## config.mk

```make
export PLATFORM = sky130hd
export DESIGN_NAME = eq_band_scheduler
export DESIGN_NICKNAME = d
export VERILOG_FILES = /design/src/rtl/eq_pkg.sv /design/src/rtl/eq_gain_acc.sv /design/src/rtl/eq_band_scheduler.sv
export SDC_FILE = /design/constraint.sdc
export NUM_CORES = 1
export LEC_CHECK = 0
export CAP_MARGIN = 25
export CORE_MARGIN = 2
export CORE_UTILIZATION = 61
export CTS_CLUSTER_DIAMETER = 40
export DETAILED_ROUTE_END_ITERATION = 10
export GPL_ROUTABILITY_DRIVEN = 0
export GPL_TIMING_DRIVEN = 0
export PLACE_DENSITY = 0.94
export SYNTH_ARGS = -nofsm -noshare
export SYNTH_HDL_FRONTEND = slang
export SYNTH_SLANG_ARGS = --single-unit
```

## constraint.sdc

```tcl
create_clock -name clk -period 10.2 [get_ports clk]
set_clock_uncertainty 0.2 [all_clocks]
set_input_delay 3.06 -clock clk [delete_from_list [all_inputs] [get_ports clk]]
set_output_delay 3.06 -clock clk [all_outputs]
set_load 0.05 [all_outputs]
```

## src/rtl/eq_pkg.sv

```systemverilog
// Shared constants, FSM state type and output saturation for the equalizer band scheduler.
package eq_pkg;
  localparam int N_BANDS   = 8;
  localparam int DATA_W    = 16;
  localparam int GAIN_W    = 8;
  localparam int ACC_W     = 28;
  localparam int BAND_W    = 3;
  localparam int TIMEOUT   = 63;
  localparam int WAIT_W    = 6;
  localparam int GAIN_FRAC = 6;
  localparam int PROD_W    = DATA_W + GAIN_W + 1;

  localparam logic [GAIN_W-1:0] GAIN_UNITY = 8'h40;

  localparam logic signed [DATA_W-1:0] SAT_MAX = 16'sh7FFF;
  localparam logic signed [DATA_W-1:0] SAT_MIN = 16'sh8000;
  localparam logic signed [ACC_W-1:0]  ACC_HI  = 28'sd32767;
  localparam logic signed [ACC_W-1:0]  ACC_LO  = -28'sd32768;

  typedef enum logic [1:0] {
    ST_IDLE,
    ST_ISSUE,
    ST_WAIT,
    ST_OUT
  } state_t;

  // Drop the Q2.6 gain fraction (truncating toward -inf), then clamp to sfix16.
  function automatic logic signed [DATA_W-1:0] saturate(input logic signed [ACC_W-1:0] a);
    logic signed [ACC_W-1:0] s;
    s = a >>> GAIN_FRAC;
    if (s > ACC_HI)
      return SAT_MAX;
    else if (s < ACC_LO)
      return SAT_MIN;
    else
      return DATA_W'(s);
  endfunction
endpackage

```

## src/rtl/eq_gain_acc.sv

```systemverilog
// Gain multiply, frame accumulator and shift/saturate output register.
module eq_gain_acc
  import eq_pkg::*;
(
  input  logic                     clk,
  input  logic                     rst,
  input  logic                     clr,
  input  logic                     add_en,
  input  logic                     emit,
  input  logic signed [DATA_W-1:0] sample,
  input  logic [GAIN_W-1:0]        gain,
  output logic signed [DATA_W-1:0] out_data
);
  logic signed [ACC_W-1:0]  acc_reg, acc_next;
  logic signed [PROD_W-1:0] product;

  // Gain is unsigned, so a zero MSB keeps it positive in the signed multiply.
  assign product = PROD_W'(sample) * PROD_W'($signed({1'b0, gain}));

  always_comb begin
    acc_next = acc_reg;
    if (clr)
      acc_next = '0;
    else if (add_en)
      acc_next = acc_reg + ACC_W'(product);
  end

  // emit coincides with the last band's add, so the output uses the updated sum.
  always_ff @(posedge clk) begin
    if (rst) begin
      acc_reg  <= '0;
      out_data <= '0;
    end else begin
      acc_reg <= acc_next;
      if (emit)
        out_data <= saturate(acc_next);
    end
  end
endmodule

```

## src/rtl/eq_band_scheduler.sv

```systemverilog
// Sequences one shared filter core across all bands per sample; owns gains, watchdog and error flags.
module eq_band_scheduler
  import eq_pkg::*;
(
  input  logic              clk,
  input  logic              rst,
  input  logic              in_valid,
  output logic              in_ready,
  input  logic [DATA_W-1:0] in_data,
  output logic              core_start,
  output logic [BAND_W-1:0] core_band,
  output logic [DATA_W-1:0] core_in,
  input  logic              core_done,
  input  logic [DATA_W-1:0] core_out,
  input  logic              cfg_we,
  input  logic [BAND_W-1:0] cfg_addr,
  input  logic [GAIN_W-1:0] cfg_gain,
  output logic              out_valid,
  output logic [DATA_W-1:0] out_data,
  output logic              err_timeout,
  output logic              err_spurious,
  input  logic              err_clr
);
  state_t              state_reg, state_next;
  logic [BAND_W-1:0]   band_reg;
  logic [WAIT_W-1:0]   wait_cnt_reg;
  logic [DATA_W-1:0]   core_in_reg;
  logic [GAIN_W-1:0]   gain_live_reg   [N_BANDS];
  logic [GAIN_W-1:0]   gain_shadow_reg [N_BANDS];

  logic accept, in_wait, timeout_hit, band_step, last_band, emit;
  logic signed [DATA_W-1:0] out_data_s;

  assign accept      = in_valid && (state_reg == ST_IDLE);
  assign in_wait     = (state_reg == ST_WAIT);
  assign timeout_hit = in_wait && !core_done && (wait_cnt_reg == WAIT_W'(TIMEOUT - 1));
  assign band_step   = in_wait && (core_done || timeout_hit);
  assign last_band   = (band_reg == BAND_W'(N_BANDS - 1));
  assign emit        = band_step && last_band;

  always_comb begin
    state_next = state_reg;
    in_ready   = 1'b0;
    core_start = 1'b0;
    out_valid  = 1'b0;
    case (state_reg)
      ST_IDLE: begin
        in_ready = 1'b1;
        if (in_valid)
          state_next = ST_ISSUE;
      end
      ST_ISSUE: begin
        core_start = 1'b1;
        state_next = ST_WAIT;
      end
      ST_WAIT: begin
        if (band_step)
          state_next = last_band ? ST_OUT : ST_ISSUE;
      end
      ST_OUT: begin
        out_valid  = 1'b1;
        state_next = ST_IDLE;
      end
      default: state_next = ST_IDLE;
    endcase
  end

  always_ff @(posedge clk) begin
    if (rst) begin
      state_reg    <= ST_IDLE;
      band_reg     <= '0;
      wait_cnt_reg <= '0;
      core_in_reg  <= '0;
    end else begin
      state_reg <= state_next;
      if (accept) begin
        core_in_reg <= in_data;
        band_reg    <= '0;
      end
      if (state_reg == ST_ISSUE)
        wait_cnt_reg <= '0;
      else if (in_wait && !band_step)
        wait_cnt_reg <= wait_cnt_reg + 1'b1;
      if (band_step && !last_band)
        band_reg <= band_reg + 1'b1;
    end
  end

  // Set events take priority over a simultaneous clear.
  always_ff @(posedge clk) begin
    if (rst) begin
      err_timeout  <= 1'b0;
      err_spurious <= 1'b0;
    end else begin
      if (timeout_hit)
        err_timeout <= 1'b1;
      else if (err_clr)
        err_timeout <= 1'b0;
      if (core_done && !in_wait)
        err_spurious <= 1'b1;
      else if (err_clr)
        err_spurious <= 1'b0;
    end
  end

  generate
    for (genvar gi = 0; gi < N_BANDS; gi++) begin : g_gain
      always_ff @(posedge clk) begin
        if (rst) begin
          gain_live_reg[gi]   <= GAIN_UNITY;
          gain_shadow_reg[gi] <= GAIN_UNITY;
        end else begin
          if (cfg_we && (cfg_addr == BAND_W'(gi)))
            gain_live_reg[gi] <= cfg_gain;
          if (accept)
            gain_shadow_reg[gi] <= gain_live_reg[gi];
        end
      end
    end
  endgenerate

  eq_gain_acc u_gain_acc (
    .clk      (clk),
    .rst      (rst),
    .clr      (accept),
    .add_en   (core_done && in_wait),
    .emit     (emit),
    .sample   ($signed(core_out)),
    .gain     (gain_shadow_reg[band_reg]),
    .out_data (out_data_s)
  );

  assign out_data  = out_data_s;
  assign core_band = band_reg;
  assign core_in   = core_in_reg;
endmodule

```

Yosys cells after proc, flatten, opt, wreduce, memory -nomap -nowiden:

Memories as Yosys holds them, arrays and structs flattened. A register that Yosys moved wholly into a read port is not among the register bits.
Cells that the tools add are included.

* muxes and demuxes: 63
* shifts and indexed selects: 0
* equal/unequal tests: 14
* $mul: 1
* div/mod/pow operators: 0
* order comparisons: 2
* reductions and logical operators: 30
* $add $sub $neg: 3
* bitwise operators: 16

Operator list (number)
* $mux W8: 16
* $mux W28: 2
* $mux W1: 35
* $mux W16: 2
* $add A28 B25 Y28: 1
* $mul A16 B9 Y25: 1
* $gt A22 B16 Y1 const B: 1
* $lt A22 B16 Y1 const B: 1
* $logic_and A1 B1 Y1: 17
* $or A1 B1 Y1: 16
* $eq A3 B3 Y1 const B: 5
* $mux W3: 4
* $pmux W2 S4: 1
* $add A6 B1 Y6 const B: 1
* $eq A3 B2 Y1 const B: 2
* $eq A6 B6 Y1 const B: 1
* $mux W2: 3
* $reduce_bool A2 Y1: 3
* $eq A2 B2 Y1 const B: 2
* $logic_not A1 Y1: 4
* $reduce_or A2 Y1: 2
* $add A3 B1 Y3 const B: 1
* $eq A3 B1 Y1 const B: 1
* $logic_not A3 Y1: 1
* other kinds (6): 6

* logic and storage cells: 140
* RAM bits: 128
* memories: 2
* register bits after elaboration: 73
* bits in latches: 0
* memory bits (read-only): 0

Memories
* gain_live_reg: depth 8, bits a word 8, rd ports 8, clocked after Yosys merged registers in 0, wr ports 8, RTL line eq_band_scheduler.sv:28 `logic [GAIN_W-1:0] gain_live_reg [N_BANDS];`
* gain_shadow_reg: depth 8, bits a word 8, rd ports 1, clocked after Yosys merged registers in 1, wr ports 8, RTL line eq_band_scheduler.sv:29 `logic [GAIN_W-1:0] gain_shadow_reg [N_BANDS];`

Logic depth before layout (Yosys ltp):

Gate-level depths: netlist of run 1.

* depth after elaboration: 9
* gate-level depth with buffers: 28

By module:

A second synthesis of run 1 with hierarchy kept.

* cells, all modules: 1379
* area, all modules: 14432.6 µm²

By module, submodules not included
* eq_gain_acc: cells an instance 897, times used 1, area each 7714.9 µm²
* eq_band_scheduler: cells an instance 482, times used 1, area each 6717.7 µm²

Worst setup path after synthesis of run 1:

No wires, ideal clock.

* path kind: input -> register
* start point: input port core_out[15]
* end point: register u_gain_acc.out_data[10]
* required time: 9.867 ns
* data arrival time: 8.433 ns
* setup slack: 1.434 ns
* stages: 22
* path buffers: 1
* cells stage by stage: nand2_1 fa_1 inv_1 fa_1 inv_1 fa_1 inv_1 fa_1 inv_1 fa_1 inv_1 ha_1 a21oi_1 o21a_1 o21a_1 nor4_1 a311oi_1 nand3_1 or4_4 buf_6 o211ai_2 o41ai_2

* longest elaborated chain between the ends: 7

RTL lines
* start, declared: RTL line eq_band_scheduler.sv:14 `input logic [DATA_W-1:0] core_out,`
* $mul A16 B9 Y25 *: RTL line eq_gain_acc.sv:18 `assign product = PROD_W'(sample) * PROD_W'($signed({1'b0, gain}));`
* $add A28 B25 Y28 *: RTL line eq_gain_acc.sv:25 `acc_next = acc_reg + ACC_W'(product);`
* $mux W28 *: RTL line eq_gain_acc.sv:24 `else if (add_en)`
* $mux W28 *: RTL line eq_gain_acc.sv:22 `if (clr)`
* $lt A22 B16 Y1: RTL line eq_pkg.sv:33 `else if (s < ACC_LO)`
* $mux W16: RTL line eq_pkg.sv:33
* $mux W16 *: RTL line eq_pkg.sv:31 `if (s > ACC_HI)`
* end signal, assigned: RTL line eq_gain_acc.sv:36 `out_data <= saturate(acc_next);`
* end, declared: RTL line eq_gain_acc.sv:12 `output logic signed [DATA_W-1:0] out_data`

Every way passes the cells marked *; elsewhere a longest branch is shown, timed or not.
A chain may end at the register's enable or synchronous reset.

Final worst setup path of run 1:

* start point: input port core_out[15]
* end point: register u_gain_acc.out_data[11]

Same word-level chain as after synthesis.

==> key figures, run 1 <==
Die
  • Initial cell density of the core: 61.7%
  • Boundary pin count: 89
  • Core Area: 23300 µm²
  • Area of the die: 24800 µm²
  • Number of placement rows: 56
  • Chip Width: about 160 µm
  • Floorplan die height: 158 µm

Route
  • Violation count after the first detailed-route iteration: approximately 1100
  • Post-detailed-route wirelength per cell: 19.0 µm
  • Detailed-route vias per instance: slightly below 6
  • Vias post-DR: 10806
  • Number of design rule violations left after detail routing: 0
  • Remaining antenna violation count: 0
  • Sum of routed wire length over all layers: 35100 µm
  • Number of detailed-route iterations in the first pass: 5

Global routing
  • Pin count of the biggest net entering global routing: 74
  • Number of antenna violations at the first check in global routing: 0
  • Global-route wire length before repair: roughly 56000 µm
  • Total congestion overflow: 0
  • Total routing resource utilization after global routing: 29.1%
  • Vias in the first global route: ~11000

Yosys
  • Main area contributors after synthesis: edfxtp_1, fa_1, dfxtp_1, ha_1, and2_1
  • Dominant synthesized flop cell: edfxtp_1
  • Ranking of synthesized cells by instance count: inv_1, nand2_1, edfxtp_1, fa_1, and2_1
  • Mean post-synth cell area: between 10 and 15 µm²
  • Yosys Warn Count: 0
  • Post-synthesis async set-or-reset flop share: 0%
  • Register bit count reported by yosys: 204
  • Register area share after synthesis: between 30% and 40%
  • Proportion of netlist area held by the largest area contributor: 26.7%
  • Number of enable flip-flop cells after synthesis: 128
  • Cell count after synthesis: 1409
  • Most area-hungry cell type in the Yosys netlist: edfxtp_1
  • Syn Nets: 1651
  • Area of the mapped netlist: 14400 µm²
  • Most used standard cell by instance count after synthesis: inv_1
  • Yosys cell types: between 60 and 70

Critical path
  • CP max stage cell: fa_1
  • Largest fanout on the critical path: 8
  • Buffers and inverters on the worst path: 6
  • Sort of element at the end of the critical path: register
  • Cell type group with the largest total delay on the critical path: adder cells
  • Critical Path Start Type: input pin
  • Cells along the critical path: clkdlybuf4s50_1, nand2_1, fa_1, inv_1, fa_1, inv_1, fa_1, inv_1, fa_1, inv_1, fa_1, inv_1, ha_1, a21oi_1, o21ai_0, a311oi_1, a2111oi_1, a211oi_2, nand2_1, or4_4, o21ai_2, o32ai_1
  • Start-to-end type of the worst setup path: input pin to register
  • Required time of the critical path: a little over 10 ns
  • Critical Path AT: 9.88 ns
  • Crit-path max cell delay: between 0.7 and 0.8 ns

Timing
  • Share of the clock period used by the worst path: 95.4%
  • Slew @ Worst Pin: ~1.0 ns
  • Relative max-transition margin: between 30% and 40%
  • Max Transition Viols Final: 0
  • Minimum period implied by the final worst setup slack: 9.73 ns
  • Number of hold violations in the final report: 0
  • Setup_tns: 0 ns
  • Peak Freq: 103 MHz
  • RSZ-0062 raised after global routing: false
  • Setup-violating endpoint count in the final report: 0

Clock network
  • Post-CTS setup-driven buffer insertion count: 0
  • Clock root buffer: clkbuf_16
  • Clock net sink count: approximately 200
  • Clock transition at the registers of the reported paths: 0.07 ns
  • Number of buffers added to fix hold violations after cts: 0
  • Number of buffers between clock root and the deepest sink: 3
  • Quantity of gates resized following cts: 0
  • Htree depth: 1
  • TritonCTS clock tree: built
  • Number of buffers created by CTS: 18
  • Clock latency on the worst-skew pair: approximately 0.49 ns

Layout
  • Layout Utilization: 69.7%
  • Sequential Area: 5370 µm²
  • Fraction of layout cells with a size suffix above 1: under 10%
  • Nets: around 1800
  • Final design instance area without fill: 16300 µm²
  • Count of fill cells added during filler insertion: 1539
  • P&R area growth vs syn: 13.1%
  • Antenna diodes: 0
  • Area occupied by multi-input gates: 8060 µm²

Status
  • Status: completed

Power and ir drop
  • Leakage dissipation: between 6 and 7 nW
  • Sequential group share of total power: about a quarter
  • Net load switching power: 1.55 mW
  • Power per cell area: 220 nW/µm²
  • Maximum ir drop on the vdd rail: between 0.00015 and 0.0002 V
  • Fraction of power spent switching nets: 43.3%
  • Design internal power: 2.03 mW
  • Combinational share of power: 54.5%
  • Clock power frac: a little under a fifth

Worst hold path
  • Path class of the lowest-slack min-delay path: register to register

Place
  • Half-perimeter wire length of the detailed placement result: 26800 µm
  • Area post-placement: 15600 µm²
  • Count of input and output buffers: 85

Run
  • Number of maximum-capacitance constraint violations: 0
==> tightest hold or removal path, cell delays in order, from the launching register on <==
cell and delay, ns:
dfxtp_1 0.31, nand2_1 0.06, a21oi_1 0.05
==> layout by cell type (no fill, tap or decap), types with 6 or more instances in the layout <==
master           count
inv_1              199
nand2_1            151
fa_1               128
edfxtp_1           128
and2_1             123
clkdlybuf4s50_1     85
nor2_1              81
dfxtp_1             76
nor2b_1             75
a21oi_1             73
ha_1                65
clkbuf_1            44
nand2b_1            25
clkbuf_16           19
or3_1               17
o21ai_0             17
mux4_2              16
nand3_1             14
nor3_1              13
xnor2_1             13
xor2_1              11
o211ai_1            10
mux2i_1              9
o21ai_1              8
o211ai_2             8
a21o_1               6
a211oi_1             6
==> per-stage QoR <==
step,std cells,setup WS (ns),total power [mW],hold slack (ns)
4_1_cts,1844,0.412,3.54,0.264
5_1_grt,1850,0.114,3.87,0.281
3_5_place_dp,1813,-0.0288,2.86,0.249
3_3_place_gp,1813,0.0786,2.80,0.242
2_1_floorplan,1409,1.43,2.43,0.232
6_report,1850,0.467,3.59,0.268
==> layer usage <==
metal | wire length, µm | vias up | global-route usage [%]
met3 | 2540 | 136 | 3.75
met2 | 17900 | 574 | 50.9
met5 | 0 | - | 0
met4 | 1640 | 0 | 14.5
met1 | 13000 | 5250 | 35.6
li1 | - | 4846 | -
==> power groups by stage <==
stage          Combinational (mW)  Sequential (mW)  Clock, mW
2_1_floorplan                1.45            0.978          0
3_3_place_gp                 1.83            0.967          0
3_5_place_dp                 1.89            0.970          0
4_1_cts                      1.92            0.953      0.672
5_1_grt                      2.21            0.957      0.701
6_report                     1.95            0.954      0.677
==> area by class of cell <==
cell class,count,share of cell area [%]
timing repair buffer,91,5.49
inverter,199,4.59
multi-input combinational,953,49.6
clock buffer,23,3.14
clock inverter,8,0.431
sequential,204,33.0
tap,319,2.45
buffer,53,1.36
==> cell families after synthesis <==
kind of cell    after synthesis  synth area share, %
fa+ha+maj                   193                 23.5
simple gates                526                 18.8
flops                       204                 37.3
buf+inv                     252                 6.70
compound gates              181                 8.81
mux                          29                 3.44
xor+xnor                     24                 1.46
==> path summary, 6_finish.rpt <==
kind                            slack [ns]  depth (start not counted)                 endpoint                   from
worst max-delay path                  0.47                         22  u_gain_acc.out_data[11]           core_out[15]
worst min-delay path                  0.27                          2    u_gain_acc.acc_reg[1]  u_gain_acc.acc_reg[1]
worst max register to register        1.28                         25  u_gain_acc.out_data[11]               register
worst min register to register        0.27                          2    u_gain_acc.acc_reg[1]  u_gain_acc.acc_reg[1]
Power figures use the tool's default switching activity.
==> run 2: changes to the inputs <==
--- a/config.mk
+++ b/config.mk
@@ -10,7 +10,7 @@
 export CORE_UTILIZATION = 61
 export CTS_CLUSTER_DIAMETER = 40
 export DETAILED_ROUTE_END_ITERATION = 10
-export GPL_ROUTABILITY_DRIVEN = 0
+export GPL_ROUTABILITY_DRIVEN = 1
 export GPL_TIMING_DRIVEN = 0
 export PLACE_DENSITY = 0.94
 export SYNTH_ARGS = -nofsm -noshare
==> run 2 against run 1 <==
  * Via count decreased by 2.6%
  * Count of clock-buffer cells in the layout increased by 2
  * Final cell count decreased by 0.27%
  * Global-route usage decreased by 0.44 points
  * Sequential share of layout area increased by 0.14 points
  * Largest power group unchanged
  * Highest routed layer unchanged
==> key figures, run 2 (synthesized netlist as in run 1, its figures left out) <==
Die
  • Area of the die: 24800 µm² (unchanged)
  • Floorplan die height: 158 µm (unchanged)
  • Number of placement rows: 56 (unchanged)
  • Boundary pin count: 89 (unchanged)
  • Chip Width: 158 µm (unchanged)
  • Core Area: 23300 µm² (unchanged)
  • Initial cell density of the core: 61.7% (unchanged)

Layout
  • Fraction of layout cells with a size suffix above 1: 5.77% (-0.37 points)
  • Nets: 1758 (-0.23%)
  • Antenna diodes: 0 (unchanged)
  • Most frequent cells in the layout: inv_1, nand2_1, fa_1, edfxtp_1, and2_1
  • Count of fill cells added during filler insertion: 1640 (+6.6%)
  • Final design instance area without fill: 16200 µm² (-0.42%)
  • Finished Layout Cells: 1845 (-0.27%)
  • Sequential Area: 5370 µm² (unchanged)
  • Commonest non-fill, non-tap cell in the layout: inv_1
  • Area occupied by multi-input gates: 8060 µm² (unchanged)
  • P&R area growth vs syn: 12.6%

Clock network
  • Post-CTS setup-driven buffer insertion count: 0 (unchanged)
  • Number of buffers between clock root and the deepest sink: 3 (unchanged)
  • Clock root buffer: clkbuf_16
  • Clock latency on the worst-skew pair: 0.48 ns (about the same)
  • Htree depth: 1 (unchanged)
  • Clock net sink count: 204 (unchanged)
  • TritonCTS clock tree: built
  • Clock transition at the registers of the reported paths: 0.07 ns (about the same)
  • Number of buffers created by CTS: 18 (unchanged)

Global routing
  • Vias in the first global route: 11007 (-2.8%)
  • Total routing resource utilization after global routing: 28.6% (-0.44 points)
  • Number of antenna violations at the first check in global routing: 0 (unchanged)
  • Total congestion overflow: 0 (unchanged)
  • Pin count of the biggest net entering global routing: 74 (unchanged)
  • Global-route wire length before repair: 55500 µm (-1.8%)

Timing
  • Setup-violating endpoint count in the final report: 0 (unchanged)
  • Number of hold violations in the final report: 0 (unchanged)
  • Max Transition Viols Final: 0 (unchanged)
  • Hold_ws: 0.254 ns (-0.0139 ns)
  • Slew @ Worst Pin: 1.08 ns (+0.0599 ns)
  • Share of the clock period used by the worst path: 96.4% (+0.96 points)
  • Peak Freq: 102 MHz (-1.0%)
  • Minimum period implied by the final worst setup slack: 9.83 ns (+0.0983 ns)
  • Worst setup margin: 0.369 ns (-0.0983 ns)
  • Relative max-transition margin: 25.8% (-5.5 points)
  • RSZ-0062 raised after global routing: false

Route
  • Detailed-route vias per instance: 5.70 (-2.4%)
  • Post-detailed-route wirelength per cell: 18.6 µm (-1.9%)
  • DRT met1 WL: 13500 µm (+3.9%)
  • Sum of routed wire length over all layers: 34300 µm (-2.2%)
  • Number of design rule violations left after detail routing: 0 (unchanged)
  • Routed wire length on met2: 17400 µm (-2.8%)
  • Remaining antenna violation count: 0 (unchanged)
  • Vias post-DR: 10520 (-2.6%)
  • Number of detailed-route iterations in the first pass: 6 (+1)
  • Violation count after the first detailed-route iteration: 1036 (-5.6%)
  • Max layer used: met4
  • Met3 Routed Length: 2020 µm (-20%)

Critical path
  • Critical Path Start Type: input pin
  • Largest fanout on the critical path: 10 (+2)
  • Cells along the critical path: clkdlybuf4s50_1, nand2_1, fa_1, inv_1, fa_1, inv_1, fa_1, inv_1, fa_1, inv_1, fa_1, inv_1, ha_1, clkbuf_1, nand2_1, o21ai_0, a22oi_1, o211a_1, a311oi_2, mux2i_1, a21boi_4, buf_6, o32ai_1
  • Critical Path AT: 9.98 ns (+0.10 ns)
  • Sort of element at the end of the critical path: register
  • CP max stage cell: fa_1
  • Required time of the critical path: 10.35 ns (about the same)
  • Crit-path max cell delay: 0.74 ns (-0.02 ns)
  • Start-to-end type of the worst setup path: input pin to register

Run
  • Number of maximum-capacitance constraint violations: 0 (unchanged)

Place
  • Area post-placement: 15600 µm² (unchanged)
  • Dpl cells: 1813 (unchanged)
  • Half-perimeter wire length of the detailed placement result: 26700 µm (-0.60%)
  • Pre-CTS setup slack: -0.0156 ns (+0.0132 ns)
  • GPL Wtd Cong: around 0.92
  • Count of input and output buffers: 85 (unchanged)

Worst hold path
  • Path class of the lowest-slack min-delay path: register to register

Power and ir drop
  • Power Total: 3.55 mW (-1.1%)
  • Power per cell area: 219 nW/µm² (-0.65%)
  • Leakage dissipation: 6.70 nW (-0.76%)
  • Maximum ir drop on the vdd rail: 0.000153 V (-13%)

Status
  • Status: completed
run 2: worst max-delay path: cells and delay by family:
family	cells	cell delay, ns
AND/OR/NAND/NOR	2	0.38
adder cells (fa/ha/maj)	6	3.06
multiplexers	1	0.30
buffers and inverters	8	1.58
AO/OA/AOI/OAI	6	1.58
run 2: area by class of cell:
cell class	count	share of cell area, %
Buffer	53	1.37
Clock buffer	25	3.14
Clock inverter	5	0.193
Inverter	199	4.61
Multi-Input combinational cell	953	49.8
Sequential cell	204	33.1
Tap cell	319	2.46
Timing Repair Buffer	87	5.34
run 2: routing by layer:
metal | global-route usage (%) | vias to the layer above
li1 | - | 4843
met1 | 36.4 | 5109
met2 | 49.9 | 458
met3 | 3.64 | 110
met4 | 11.7 | 0
met5 | 0 | -
run 2: what timing repair did:
action | CTS | global route
resized for setup | 0 | 1
endpoints found under the setup margin | 0 | 9
hold endpoints to repair | 0 | 0
hold buffers | 0 | 0
run 2: power breakdown:
group	switching [mW]	internal [mW]
registers	0.0207	0.933
clock network	0.288	0.349
logic	1.24	0.717
total	1.55	2.00
run 2: per-stage QoR:
| stage | setup TNS, ns | util, % |
|---|---|---|
| 5_1_grt | 0 | 69.4 |
| 4_1_cts | 0 | 69.3 |
| 2_1_floorplan | 0 | - |
| 3_5_place_dp | -0.0430 | 67.0 |
| 3_3_place_gp | 0 | 67.0 |
| 6_report | 0 | 69.4 |
run 2: worst paths after layout:
path / startpoint / slack (ns) / end / cells after the start
setup / recovery: core_out[15] / 0.37 / u_gain_acc.out_data[14] / 23
hold / removal: core_in[6] / 0.25 / core_in[6] / 2
setup reg to reg: register / 0.83 / u_gain_acc.out_data[13] / 25
hold reg to reg: core_in[6] / 0.25 / core_in[6] / 2
==> run 3: changes to the inputs <==
--- a/config.mk
+++ b/config.mk
@@ -6,6 +6,7 @@
 export NUM_CORES = 1
 export LEC_CHECK = 0
 export CAP_MARGIN = 25
+export CORE_ASPECT_RATIO = 0.5
 export CORE_MARGIN = 2
 export CORE_UTILIZATION = 61
 export CTS_CLUSTER_DIAMETER = 40
@@ -13,6 +14,7 @@
 export GPL_ROUTABILITY_DRIVEN = 1
 export GPL_TIMING_DRIVEN = 0
 export PLACE_DENSITY = 0.94
+export SETUP_SLACK_MARGIN = 0.05
 export SYNTH_ARGS = -nofsm -noshare
 export SYNTH_HDL_FRONTEND = slang
 export SYNTH_SLANG_ARGS = --single-unit
==> run 3 against run 2 <==
  * Routed wire length is 1.6% higher
  * First-iteration DRC count rose by 11%
  * Sequential share of layout area fell by 0.42 points
  * Combinational power hardly changed
==> key figures, run 3 (synthesized netlist as in run 1, its figures left out) <==
Place
  • Half-perimeter wire length of the detailed placement result: 27100 µm (+1.5%)
  • Count of input and output buffers: 85 (unchanged)
  • GPL Wtd Cong: 0.943 (+2.0%)
  • Dpl cells: 1805 (-0.44%)

Layout
  • Finished Layout Cells: 1850 (+0.27%)
  • Antenna diodes: 0 (unchanged)
  • Commonest non-fill, non-tap cell in the layout: inv_1
  • Fraction of layout cells with a size suffix above 1: 6.68% (+0.91 points)
  • P&R area growth vs syn: 14.1%
  • Layout Utilization: 71.4% (+2.0 points)
  • Most frequent cells in the layout: inv_1, nand2_1, fa_1, edfxtp_1, and2_1
  • Nets: 1767 (+0.51%)

Route
  • Remaining antenna violation count: 0 (unchanged)
  • Sum of routed wire length over all layers: 34900 µm (+1.6%)
  • Post-detailed-route wirelength per cell: 18.8 µm (+1.4%)
  • Vias post-DR: 10609 (+0.85%)
  • Number of detailed-route iterations in the first pass: 7 (+1)
  • Violation count after the first detailed-route iteration: 1151 (+11%)
  • Detailed-route vias per instance: 5.73 (+0.57%)
  • Number of design rule violations left after detail routing: 0 (unchanged)

Timing
  • Peak Freq: 102 MHz (+0.39%)
  • RSZ-0062 raised after global routing: false
  • Hold_ws: 0.261 ns (+0.00651 ns)
  • Relative max-transition margin: 36.9% (+11 points)
  • Max Transition Viols Final: 0 (unchanged)
  • Setup-violating endpoint count in the final report: 0 (unchanged)
  • Number of hold violations in the final report: 0 (unchanged)
  • Slew @ Worst Pin: 0.947 ns (-0.135 ns)
  • Minimum period implied by the final worst setup slack: 9.79 ns (-0.0382 ns)
  • Share of the clock period used by the worst path: 96.0% (-0.37 points)

Clock network
  • Htree depth: 1 (unchanged)
  • Clock net sink count: 204 (unchanged)
  • Number of buffers added to fix hold violations after cts: 0 (unchanged)
  • Clock transition at the registers of the reported paths: 0.05 ns (-0.02 ns)
  • Number of buffers between clock root and the deepest sink: 3 (unchanged)
  • Clock root buffer: clkbuf_16
  • Clock latency on the worst-skew pair: 0.52 ns (+0.04 ns)
  • Number of buffers created by CTS: 24 (+6)
  • TritonCTS clock tree: built

Global routing
  • Total congestion overflow: 0 (unchanged)
  • Global-route wire length before repair: 57300 µm (+3.3%)
  • Vias in the first global route: 11067 (+0.55%)
  • Pin count of the biggest net entering global routing: 74 (unchanged)
  • Global routing met1 resource utilization: 38.2% (+1.9 points)
  • Total routing resource utilization after global routing: 29.0% (+0.35 points)
  • GR Util met3: 4.06% (+0.42 points)
  • GR Layer Usage met2: 50.5% (+0.57 points)
  • GR peak layer: met2
  • Number of antenna violations at the first check in global routing: 1 (+1)

Critical path
  • Required time of the critical path: 10.43 ns (+0.08 ns)
  • Worst-case reg-to-reg path depth: 26 (+4.0%)
  • Endpoint of the worst setup timing path: u_gain_acc.out_data[5]
  • Launch point of the critical path: core_out[15]
  • Critical Path Start Type: input pin
  • FF-to-FF setup slack: 1.16 ns (+0.33 ns)
  • Start-to-end type of the worst setup path: input pin to register
  • Sort of element at the end of the critical path: register
  • Largest fanout on the critical path: 10 (unchanged)
  • Critical R2R Capture: u_gain_acc.out_data[9]
  • Critical Path AT: 10.02 ns (+0.04 ns)

Power and ir drop
  • Power per cell area: 227 nW/µm² (+3.5%)
  • Maximum ir drop on the vdd rail: 0.000137 V (-9.9%)
  • Leakage dissipation: 6.82 nW (+1.8%)

Die
  • Chip Width: 221 µm (+40%)
  • Core Area: 23000 µm² (-1.5%)
  • Boundary pin count: 89 (unchanged)
  • Floorplan die height: 113 µm (-29%)
  • Initial cell density of the core: 62.6% (+0.94 points)
  • Area of the die: 24900 µm² (+0.30%)
  • Number of placement rows: 39 (-30%)

Worst hold path
  • Source of the worst hold timing path: core_in[10]
  • Path class of the lowest-slack min-delay path: register to register

Run
  • Number of maximum-capacitance constraint violations: 0 (unchanged)

Status
  • Status: completed
run 3: how the worst min path moves through the flow:
stage | to | slack (ns) | cells past startpoint
floorplan | u_gain_acc.acc_reg[5] | 0.23 | 2
global placement | core_in[10] | 0.24 | 2
detailed placement | core_in[10] | 0.25 | 2
CTS | core_in[8] | 0.26 | 2
global route | core_in[8] | 0.28 | 2
finish | core_in[10] | 0.26 | 2
run 3: area by class of cell:
cell class	instances	area (µm²)
buffer	53	221
clock buffer	32	661
clock inverter	12	81.3
fill	1506	6570
inverter	199	747
multi-input combinational	953	8060
sequential	204	5370
tap	307	384
timing repair buffer	90	888
run 3: power by group:
part	switching (mW)	leakage (nW)	internal (mW)
clock	0.328	0.362	0.458
combinational	1.26	4.56	0.720
sequential	0.0221	1.91	0.934
run 3: critical path, stage by stage:
cell	delay, ns
clkdlybuf4s50_1	0.68
nand2_1	0.22
fa_1	0.74
inv_1	0.11
fa_1	0.52
inv_1	0.12
fa_1	0.51
inv_1	0.05
fa_1	0.50
inv_1	0.06
fa_1	0.53
inv_1	0.04
ha_1	0.26
clkbuf_1	0.31
nand2_1	0.15
o21ai_1	0.29
a22oi_1	0.17
o211a_1	0.16
a311oi_2	0.46
mux2i_2	0.44
buf_2	0.37
o211ai_1	0.15
o21ai_1	0.11
run 3: metal layers:
| layer | part of all wire (%) | wire, µm |
|---|---|---|
| met4 | 2.8 | 983 |
| met3 | 7.5 | 2630 |
| met5 | 0 | 0 |
| met1 | 41 | 14200 |
| met2 | 49 | 17100 |
run 3: repair_timing:
item,4_1_cts,5_1_grt
hold endpoints to repair,0,0
setup buffers,0,0
resized for setup,0,2
endpoints found under the setup margin,0,13
run 3: metrics by stage:
stage               worst slack [ns]  power (mW)  cell area [µm²]  TNS (ns)
finish                         0.407        3.72            16400         0
global route                   0.102        4.04            16400         0
CTS                            0.310        3.70            16400         0
detailed placement            -0.133        2.90            15700     -1.01
global placement              0.0209        2.86            15600         0
floorplan                       1.43        2.43            14400         0
